<file path="src/rtl/jump_redirect_if.sv">
// Redirect channel from jump_redirect to fetch.
// Handshake: the source raises redirect_valid with a stable redirect_pc and holds both
// until a rising edge where redirect_ready=1; that edge completes the transfer.
interface jump_redirect_if #(
    parameter int ADDR_W = 16
);
    logic              redirect_valid;
    logic              redirect_ready;
    logic [ADDR_W-1:0] redirect_pc;

    modport master (
        output redirect_valid,
        output redirect_pc,
        input  redirect_ready
    );

    modport slave (
        input  redirect_valid,
        input  redirect_pc,
        output redirect_ready
    );
endinterface

</file>
<file path="src/rtl/jump_redirect.sv">
// Turns a taken jump resolved at writeback into a PC redirect to fetch,
// then drains the pipeline for FLUSH_CYCLES while holding off new branches.
module jump_redirect #(
    parameter int ADDR_W       = 16,
    parameter int FLUSH_CYCLES = 2,
    parameter int CNT_W        = 16
) (
    input  logic                clk,
    input  logic                reset,
    input  logic [2:0]          jump_inst,
    input  logic [ADDR_W-1:0]   target_in,
    input  logic [2:0]          jump_state,
    input  logic                jump,
    jump_redirect_if.master     redir,
    output logic                flush,
    output logic                jump_pred_busy,
    output logic [CNT_W-1:0]    taken_count,
    output logic [1:0]          fsm_state
);

    typedef enum logic [1:0] {
        IDLE     = 2'd0,
        REDIRECT = 2'd1,
        DRAIN    = 2'd2
    } state_t;

    localparam logic [3:0] DRAIN_LOAD = 4'(FLUSH_CYCLES - 1);

    state_t             state;
    logic [3:0]         drain_cnt;
    logic               valid_r;
    logic [ADDR_W-1:0]  pc_r;
    logic [ADDR_W-1:0]  tgt_s1;
    logic [ADDR_W-1:0]  tgt_s2;

    assign jump_pred_busy       = (state != IDLE);
    assign fsm_state            = state;
    assign redir.redirect_valid = valid_r;
    assign redir.redirect_pc    = pc_r;

    // Target shift mirrors the jump-state stage so tgt_s2 lines up with jump_state.
    // Non-branch slots carry no meaningful target and are zeroed like squashed ones.
    always_ff @(posedge clk or negedge reset) begin
        if (!reset) begin
            tgt_s1 <= '0;
            tgt_s2 <= '0;
        end else begin
            tgt_s1 <= (jump_pred_busy || jump_inst == 3'd0) ? '0 : target_in;
            tgt_s2 <= tgt_s1;
        end
    end

    always_ff @(posedge clk or negedge reset) begin
        if (!reset) begin
            state       <= IDLE;
            valid_r     <= 1'b0;
            flush       <= 1'b0;
            pc_r        <= '0;
            drain_cnt   <= '0;
            taken_count <= '0;
        end else begin
            case (state)
                IDLE: begin
                    if (jump && jump_state != 3'd0) begin
                        pc_r    <= tgt_s2;
                        valid_r <= 1'b1;
                        flush   <= 1'b1;
                        state   <= REDIRECT;
                    end
                end
                REDIRECT: begin
                    // No timeout: fetch may stall the redirect as long as it likes.
                    if (redir.redirect_ready) begin
                        valid_r   <= 1'b0;
                        flush     <= 1'b0;
                        drain_cnt <= DRAIN_LOAD;
                        if (taken_count != '1) begin
                            taken_count <= taken_count + CNT_W'(1);
                        end
                        state <= DRAIN;
                    end
                end
                DRAIN: begin
                    if (drain_cnt == 4'd0) begin
                        state <= IDLE;
                    end else begin
                        drain_cnt <= drain_cnt - 4'd1;
                    end
                end
                default: begin
                    valid_r <= 1'b0;
                    flush   <= 1'b0;
                    state   <= IDLE;
                end
            endcase
        end
    end

endmodule

</file>
<file path="src/flat_wrapper.sv">
// flat-port wrapper written by rule: the top's interface ports become plain ports
module jump_redirect_flat 
#(
    parameter int ADDR_W       = 16,
    parameter int FLUSH_CYCLES = 2,
    parameter int CNT_W        = 16
)
  (clk, reset, jump_inst, target_in, jump_state, jump, flush, jump_pred_busy, taken_count, fsm_state, redir_redirect_valid, redir_redirect_pc, redir_redirect_ready);
  jump_redirect_if #(.ADDR_W(ADDR_W)) redir_i ();
  input  logic clk;
  input  logic reset;
  input  logic [2:0] jump_inst;
  input  logic [ADDR_W-1:0] target_in;
  input  logic [2:0] jump_state;
  input  logic jump;
  output logic flush;
  output logic jump_pred_busy;
  output logic [CNT_W-1:0] taken_count;
  output logic [1:0] fsm_state;
  output wire logic [$bits(redir_i.redirect_valid)-1:0] redir_redirect_valid;
  output wire logic [$bits(redir_i.redirect_pc)-1:0] redir_redirect_pc;
  input wire logic [$bits(redir_i.redirect_ready)-1:0] redir_redirect_ready;
  assign redir_redirect_valid = redir_i.redirect_valid;
  assign redir_redirect_pc = redir_i.redirect_pc;
  assign redir_i.redirect_ready = redir_redirect_ready;
  jump_redirect #(.ADDR_W(ADDR_W), .FLUSH_CYCLES(FLUSH_CYCLES), .CNT_W(CNT_W)) u_core (.clk(clk), .reset(reset), .jump_inst(jump_inst), .target_in(target_in), .jump_state(jump_state), .jump(jump), .redir(redir_i), .flush(flush), .jump_pred_busy(jump_pred_busy), .taken_count(taken_count), .fsm_state(fsm_state));
endmodule
</file>
<file path="config.mk">
export PLATFORM = sky130hd
export DESIGN_NAME = jump_redirect_flat
export DESIGN_NICKNAME = d
export VERILOG_FILES = /design/src/rtl/jump_redirect_if.sv /design/src/rtl/jump_redirect.sv /design/src/flat_wrapper.sv
export SDC_FILE = /design/constraint.sdc
export NUM_CORES = 1
export LEC_CHECK = 0
export ABC_AREA = 1
export CORE_UTILIZATION = 50
export CTS_BUF_LIST = sky130_fd_sc_hd__clkbuf_4 sky130_fd_sc_hd__clkbuf_8
export DETAILED_ROUTE_END_ITERATION = 10
export PLACE_DENSITY = 0.83
export RECOVER_POWER = 25
export SYNTH_ARGS = -nofsm -noshare
export SYNTH_HDL_FRONTEND = slang
export SYNTH_SLANG_ARGS = --single-unit
</file>
<file path="constraint.sdc">
create_clock -name clk -period 1.73 [get_ports clk]
set_input_delay 0.519 -clock clk [delete_from_list [all_inputs] [get_ports clk]]
set_output_delay 0.519 -clock clk [all_outputs]
set_load 0.01 [all_outputs]
</file>
Word level (Yosys, flattened, before mapping)
Index checks and enable logic that the tools add are counted.

Output and inout bits: 37. Bits in registers: 71.

Equal/unequal tests: 7. Bitwise gates (word level): 1. Add/sub/neg operators: 2. Reductions and logical operators: 13. Multiplexer cells: 11.

Operators by type and width (number): $add 16x1->16 const B (1); $mux 16 (1); $ne 16x16->1 const B (1); $reduce_and 3->1 (4); $mux 4 (2); $pmux 4 s2 (1); $mux 2 (3); $pmux 2 s3 (1); $logic_not 4->1 (1); $ne 2x1->1 const B (2); $ne 2x2->1 const B (2); $reduce_bool 2->1 (2); $sub 4x1->4 const B (1); $logic_not 3->1 (1); $pmux 1 s3 (1); $reduce_bool 3->1 (1); $eq 2x1->1 const B (1); $eq 2x2->1 const B (1); $logic_not 2->1 (1); $mux 1 (2); $reduce_and 2->1 (1); $logic_and 1x1->1 (1); $logic_or 1x1->1 (1); $not 1->1 (1).

Longest topological paths before layout
Gate-level depths: netlist of the first run.

Depth after elaboration: 4. Gate-level depth with buffers: 9. Gate-level depth less buffers: 9.

Worst setup path before layout of the first run
OpenSTA, ideal clock, no wires.

Kind: register to register. From: register u_core.taken_count[0]. To: register u_core.taken_count[3]. Arrival: 1390 ps. Period minus slack after synthesis: 1455 ps. Cell stages (with the launch flop): 9. Library setup time: 65 ps. Path slack: 275 ps. Cell sequence: dfrtp_1 ha_1 nand3_2 clkinv_2 nand2_4 o21ai_4 buf_6 nand2_1 nand2_1.

Cells in the longest elaborated chain, start to end: 2. Elaborated cells on any way between the ends: 3.

RTL lines: start: declaration (line jump_redirect.sv:17) `output logic [CNT_W-1:0] taken_count,`; start signal: assignment (line jump_redirect.sv:78) `taken_count <= taken_count + CNT_W'(1);`; parallel branches: the longest is 2 deep, another holds $add 16x1->16.

Parallel ways; which one is timed is not known. A chain may end at the register's enable or synchronous reset.

Final worst setup path of the first run
From: register u_core.state[0] (netlist: u_core.fsm_state[0]). To: output port jump_pred_busy.

Cells in the longest elaborated chain, start to end: 1.

RTL lines: start: declaration (line jump_redirect.sv:29) `state_t state;`; start signal: assignment (line jump_redirect.sv:55) `state <= IDLE;`; start signal: assignment (line jump_redirect.sv:68) `state <= REDIRECT;`; start signal: assignment (line jump_redirect.sv:80) `state <= DRAIN;`; $reduce_bool 2->1 (line jump_redirect.sv:36) `assign jump_pred_busy = (state != IDLE);`; end: declaration (line flat_wrapper.sv:17) `output logic jump_pred_busy;`.

Every way passes these cells.

==> results.py, run 1 <==
metrics = {
    "grt": {
        "grtUsageTotal": 0.220,
        "grt_overflow": 0,
        "grt_pass1_vias": 2216,
        "grt_first_pass_wirelength_mm": 10.2,
        "grt_antenna_before_repair": 0,
        "grt_max_degree": 72,
    },
    "floorplan": {
        "initial_core_util": 0.524,
        "core_um2": 5570,
        "die_w_um": 78.5,
        "io_pins": 63,
        "rows": 27,
        "die_y_um": 78.5,
        "dieArea_um2": 6160,
    },
    "clocking": {
        "cts_buffer_depth": 2,
        "cts_buffers": 9,
        "cts_sinks": 71,
        "h-tree-depth": 3,
        "clk-insertion-delay-late_ns": 0.34,
        "cts-root-buf": "clkbuf_8",
        "path_clk_slew_ns": 0.07,
        "tritoncts": "yes",
    },
    "power_and_ir_drop": {
        "finalPower_w": 0.00518,
        "p_per_area_nw_per_um2": 1320,
        "irDropWorstVdd_uv": 755,
        "leakagePower_nw": 2.05,
    },
    "timing": {
        "tightest_slew_ns": 0.922,
        "finalMaxSlewViolations": 0,
        "fmax_mhz": 595,
        "tns_ns": 0,
        "post-route-min-period_ns": 1.68,
        "min_period_over_period": 0.971,
        "fin_skew_ns": 0.00876,
        "finalSetupViolations": 0,
        "postLayoutSetupSlackWorst_ns": 0.0494,
        "hold_violations": 0,
        "slew_headroom": 0.386,
        "whs_ns": 0.348,
    },
    "synthesis": {
        "yosysUniqueCellTypes": 25,
        "synth_top_family_by_area": "simple AND/OR/NAND/NOR gates",
        "synth-compound-area-share": 0.0561,
        "synthesis.area_um2": 2920,
        "syn_nets": 351,
        "synthCells": 323,
        "synthAdderAreaFrac": 0.00856,
        "yosysTopAreaCell": "dfrtp_1",
        "yosys_warnings": 0,
        "synth_top_area_share": 0.608,
        "ys_seq_elements": 71,
        "avgSynthCellArea_um2": 9.05,
        "yosys.area_share.xor_xnor": 0.0210,
        "ys_seq_area_frac": 0.608,
        "synthMuxAreaShare": 0,
        "yosys-top-cells-area": "dfrtp_1 61%, nand2_1 11%, inv_1 6.4%",
        "synth-simple-area-share": 0.227,
    },
    "worst_setup_path": {
        "worst-path-stages": 3,
        "cp_num_buf_inv": 2,
        "critPathKind": "flop to primary output",
        "rr_worst_depth": 9,
        "crit_family": "flip-flops",
        "arrival_ns": 1.16,
        "cp.required_ns": 1.21,
        "slowest_delay_ns": 0.40,
        "r2r-end": "u_core.taken_count[5]$_DFFE_PN0P_",
        "crit_path_end_kind": "primary output",
        "worstSetupStartpointType": "flop",
        "critPathLaunch": "u_core.fsm_state[0]$_DFFE_PN0P_",
        "cp_max_fo": 2,
        "rrSetupSlack_ns": 0.17,
        "crit_end": "jump_pred_busy",
        "crit_chain": "nor2_2, inv_1, clkdlybuf4s15_1",
        "r2r-start": "u_core.taken_count[0]$_DFFE_PN0P_",
        "crit_path_top_delay_cell": "dfrtp_1",
    },
    "final_layout": {
        "fill_cells": 434,
        "areaGrowthSynthToFinish_pct": 34.8,
        "fin_nets": 436,
        "fin_util": 0.707,
        "diodes": 0,
        "layout_common_cells": "89 x nand2_1, 66 x dfrtp_1, 50 x inv_1",
        "multi_input_area_um2": 920,
        "drive_gt1_frac": 0.131,
        "seqCellArea_um2": 1780,
        "final_common_cell": "nand2_1",
    },
    "flow_run": {
        "drv_cap": 0,
    },
    "place": {
        "place_congestion": 0.832,
        "pre_cts_ws_ns": -0.131,
        "dp_hpwl_mm": 3.89,
        "portBuffers": 62,
    },
    "routing": {
        "routed_wl_mm": 5.90,
        "viasPerCell": 4.70,
        "firstDrtPassIters": 4,
        "drc": 0,
        "ant_nets": 0,
        "vias": 2281,
        "routedWlPerCell_um": 12.2,
        "drtIter0Drc": 132,
    },
    "run_status": {
        "outcome": "finished, final reports clean",
    },
    "hold_path": {
        "hp-class": "flop to flop",
    },
}
[report_power, final]
part	switching (W)	total, W	internal, W
logic	0.000838	0.00153	0.000691
registers	0.000176	0.00228	0.00211
clock network	0.000608	0.00137	0.000763
[kinds of logic after synthesis]
| kind of cell | count (synthesis) |
|---|---|
| compound gates | 29 |
| simple gates | 156 |
| xor+xnor | 7 |
| buf+inv | 58 |
| flops | 71 |
| fa+ha+maj | 2 |
[timing repair]
item	in CTS	in global routing
endpoints found under the setup margin	37	16
hold buffers	0	0
gates resized for setup	42	4
buffers inserted	8	3
endpoints found under the hold margin	0	0
pin swaps	0	2
[through the flow]
| stage | instances | instance area (um2) |
|---|---|---|
| 6_report | 485 | 3940 |
| 5_1_grt | 485 | 3940 |
| 4_1_cts | 482 | 3910 |
| 3_5_place_dp | 458 | 3670 |
| 3_3_place_gp | 458 | 3670 |
| 2_1_floorplan | 323 | 2920 |
[flip-flops by register name (all words and copies together) (netlist names)]
| signal | cells |
|---|---|
| u_core.drain_cnt | 4 |
| u_core.taken_count | 16 |
| u_core.tgt_s1 | 16 |
| u_core.flush | 1 |
| u_core.redir.redirect_pc | 16 |
| u_core.fsm_state | 2 |
| u_core.tgt_s2 | 16 |
[per-layer routing]
metal  routed length (um)  global-route usage  vias up
met5                    0                   0        -
met4                  119               0.100        0
met3                  322              0.0465       10
met2                 2970               0.368       66
met1                 2490               0.275     1050
li1                     -                   -     1155
[cells in the mapped netlist]
library cell,count
nand2_2,1
nor2_1,36
buf_2,1
a21oi_1,2
nor3_1,2
buf_6,1
nand2_4,1
xnor2_1,7
ha_1,2
nand4_1,4
and2_1,1
nand3b_1,2
o31ai_2,1
clkinv_2,1
buf_4,1
nand3_1,14
o21ai_4,1
inv_1,50
nand3_2,1
clkbuf_1,4
nor2_4,2
nor2_2,3
o21ai_0,25
nand2_1,89
dfrtp_1,71
[worst min path at each step]
stage,startpoint,cells after the start,slack [ns],endpoint
finish,u_core.tgt_s1[3]$_DFF_PN0_,0,0.35,u_core.tgt_s2[3]$_DFF_PN0_
global route,u_core.tgt_s1[10]$_DFF_PN0_,0,0.36,u_core.tgt_s2[10]$_DFF_PN0_
CTS,reset,2,0.20,u_core.drain_cnt[2]$_DFFE_PN0P_
detailed placement,u_core.tgt_s1[0]$_DFF_PN0_,0,0.33,u_core.tgt_s2[0]$_DFF_PN0_
global placement,u_core.tgt_s1[1]$_DFF_PN0_,0,0.33,u_core.tgt_s2[1]$_DFF_PN0_
floorplan,reset,0,0.22,u_core.drain_cnt[0]$_DFFE_PN0P_
[final cells by class]
type,instances,share of cell area
clock buffers,12,0.0403
clock inverters,4,0.0137
inverters,51,0.0489
multi-input cells,194,0.233
flip-flops and latches,71,0.453
well taps,72,0.0229
repair buffers,81,0.188
No activity file was read; power rests on OpenSTA's default activity.
==> inputs of run 2 (changes only) <==
--- a/config.mk
+++ b/config.mk
@@ -9,8 +9,10 @@
 export CORE_UTILIZATION = 50
 export CTS_BUF_LIST = sky130_fd_sc_hd__clkbuf_4 sky130_fd_sc_hd__clkbuf_8
 export DETAILED_ROUTE_END_ITERATION = 10
+export HOLD_SLACK_MARGIN = 0.02
 export PLACE_DENSITY = 0.83
 export RECOVER_POWER = 25
+export SLEW_MARGIN = 20
 export SYNTH_ARGS = -nofsm -noshare
 export SYNTH_HDL_FRONTEND = slang
 export SYNTH_SLANG_ARGS = --single-unit
==> results of run 2 <==
Same layout as run 1: the final DEF is identical, and so are final timing and power.
==> patch (config.mk and constraints of run 1) <==
`CNT_W` is set to 16 in 2 places; all go to 32.
--- a/src/rtl/jump_redirect.sv
+++ b/src/rtl/jump_redirect.sv
@@ -3,7 +3,7 @@
 module jump_redirect #(
     parameter int ADDR_W       = 16,
     parameter int FLUSH_CYCLES = 2,
-    parameter int CNT_W        = 16
+    parameter int CNT_W        = 32
 ) (
     input  logic                clk,
     input  logic                reset,
--- a/src/flat_wrapper.sv
+++ b/src/flat_wrapper.sv
@@ -3,7 +3,7 @@
 #(
     parameter int ADDR_W       = 16,
     parameter int FLUSH_CYCLES = 2,
-    parameter int CNT_W        = 16
+    parameter int CNT_W        = 32
 )
   (clk, reset, jump_inst, target_in, jump_state, jump, flush, jump_pred_busy, taken_count, fsm_state, redir_redirect_valid, redir_redirect_pc, redir_redirect_ready);
   jump_redirect_if #(.ADDR_W(ADDR_W)) redir_i ();
Ports: changed (resized taken_count); port bits go from 63 to 79. No check against the original RTL was run, so the function may have changed too.
==> patch against run 1 <==
  * Sequential cell count is 16 higher
  * Design area is 38% higher
  * Global-route usage is 3.8 points higher
  * Power is 19% higher
  * Wire length is 71% higher
  * Setup slack worse by 32 ps
  * Synthesized area is 37% higher
  * First-iteration DRC count is 110% higher
  * Largest cell class unchanged
==> patch: results (changes against run 1) <==
[logic_synthesis] number of nets in the synthesized netlist 523 [+49%]
[clock_tree] Worst-Skew Late Latency 370 ps [+30 ps]
[detailed_routing] DRC violation total after the first TritonRoute iteration 272 [+110%]
[clock_tree] post-CTS clock slew at the launch and capture registers of the worst setup and hold paths 100 ps [+30 ps]
[logic_synthesis] dominant cells by area after synthesis sky130_fd_sc_hd__dfrtp_1 54%, sky130_fd_sc_hd__nand2_1 16%, sky130_fd_sc_hd__nor2_1 6.4%, sky130_fd_sc_hd__nand3_1 5.0%, sky130_fd_sc_hd__inv_1 4.7%
[placement] worst slack at placement -350 ps [-219 ps]
[outcome] run status complete, no violations
[critical_path] arrival time at the worst endpoint 1190 ps [+30 ps]
[global_routing] Total Routing Usage GR 25.8% [+3.8 points]
[critical_path] reg2reg path depth 10 [+1]
[global_routing] pin count of the biggest net entering global routing 34 [-53%]
[power_and_ir_drop] leakage power of the design 2.86 nW [+39%]
[power_and_ir_drop] worst supply voltage drop on vdd 579 uV [-23%]
[global_routing] global-route wire length before repair 16700 microns [+64%]
[global_routing] met2 Resource Use GR 40.7% [+4.0 points]
[sta] transition time at the pin with the least slew margin 710 ps [-212 ps]
[detailed_routing] 1st-pass router iterations 5 [+1]
[worst_hold_path] HP Class in2async
[global_routing] number of global-route vias before repair 3601 [+63%]
[global_routing] met1 track demand over resource in global routing 32.7% [+5.1 points]
[placement] IO Port Bufs 78 [+26%]
[logic_synthesis] most numerous cell types in the synthesized netlist 176 x sky130_fd_sc_hd__nand2_1, 87 x sky130_fd_sc_hd__dfrtp_1, 68 x sky130_fd_sc_hd__nor2_1, 50 x sky130_fd_sc_hd__inv_1, 40 x sky130_fd_sc_hd__nand3_1
[final_layout] layout cells sized above 1 17.4% [+4.3 points]
[detailed_routing] number of vias after detailed routing 3752 [+64%]
[global_routing] global route overflow 0 [unchanged]
[placement] final HPWL from detailed placement 6850 microns [+76%]
[placement] final estimated routing congestion in global placement 0.884 [+6.3%]
[global_routing] GRT met3 Usage 6.03% [+1.4 points]
[logic_synthesis] distinct cell type count after synthesis 27 [+8.0%]
[sta] Fin Clk Skew 10.4 ps [+1.68 ps]
## patch: cell types whose count changed after synthesis, moves of 4 or more
| cell | delta |
|---|---|
| sky130_fd_sc_hd__nor2_1 | +32 |
| sky130_fd_sc_hd__nand4_1 | +7 |
| sky130_fd_sc_hd__dfrtp_1 | +16 |
| sky130_fd_sc_hd__nand3_1 | +26 |
| sky130_fd_sc_hd__nand2_1 | +87 |
| sky130_fd_sc_hd__buf_2 | +4 |
| sky130_fd_sc_hd__o21ai_0 | -14 |
| sky130_fd_sc_hd__nand2_2 | +6 |
## patch: power by group
part	internal (mW)	leakage, nW	total, mW	switching, mW
logic	0.811	1.62	2.00	1.19
clock network	0.596	0.0977	1.39	0.792
registers	2.55	1.14	2.77	0.218
## patch: cell families (layout without fill, tap and decap cells)
family,after synthesis,after routing,share of synthesized area (%)
simple gates,319,319,34.6
flops,87,87,54.3
buf+inv,63,195,6.52
compound gates,15,15,2.03
xor+xnor,9,9,1.97
fa+ha+maj,2,2,0.624
## patch: worst paths after layout
| kind | startpoint | end | slack, ps |
|---|---|---|---|
| min in group clk | u_core.tgt_s1[15] | u_core.tgt_s2[15] | 360 |
| worst min register to register | u_core.tgt_s1[15] | u_core.tgt_s2[15] | 360 |
| max in group asynchronous | reset | u_core.redir.redirect_pc[4] | 430 |
| worst min-delay path | reset | u_core.drain_cnt[3] | 190 |
| worst max-delay path | u_core.taken_count[17] | taken_count[17] | 20 |
| worst max register to register | u_core.taken_count[4] | u_core.taken_count[17] | 80 |
## patch: critical path, stage by stage, from the launching register on
cell	delay, ps
sky130_fd_sc_hd__dfrtp_1	400
sky130_fd_sc_hd__buf_4	150
sky130_fd_sc_hd__dlygate4sd2_1	270
## patch: repair_timing
item,CTS,global route
resized for setup,66,18
setup buffers,27,2
endpoints found under the setup margin,53,31
pin swaps,0,3
## patch: layer usage
metal	routed length [microns]	share of wire, %
met1	4210	42
met3	637	6.3
met2	4830	48
met5	0	0
met4	402	4.0
## patch: cell type report
cell class,instances,share of cell area [%]
clock buffers,10,2.54
flip-flops and latches,87,40.4
multi-input cells,345,29.8
clock inverters,6,1.04
well taps,102,2.35
repair buffers,126,20.1
inverters,53,3.71
## patch: stage by stage
step | setup TNS, ps | total power [mW] | std cells | instance area (sq um) | hold WS (ps)
after global placement | -9080 | 4.86 | 684 | 5040 | 332
after detailed placement | -11450 | 4.97 | 684 | 5040 | 335
after global routing | -26.3 | 6.53 | 729 | 5430 | 227
after CTS | -56.0 | 6.17 | 727 | 5390 | 69.9
final | 0 | 6.16 | 729 | 5430 | 189
after floorplan | 0 | 3.86 | 495 | 4010 | 223
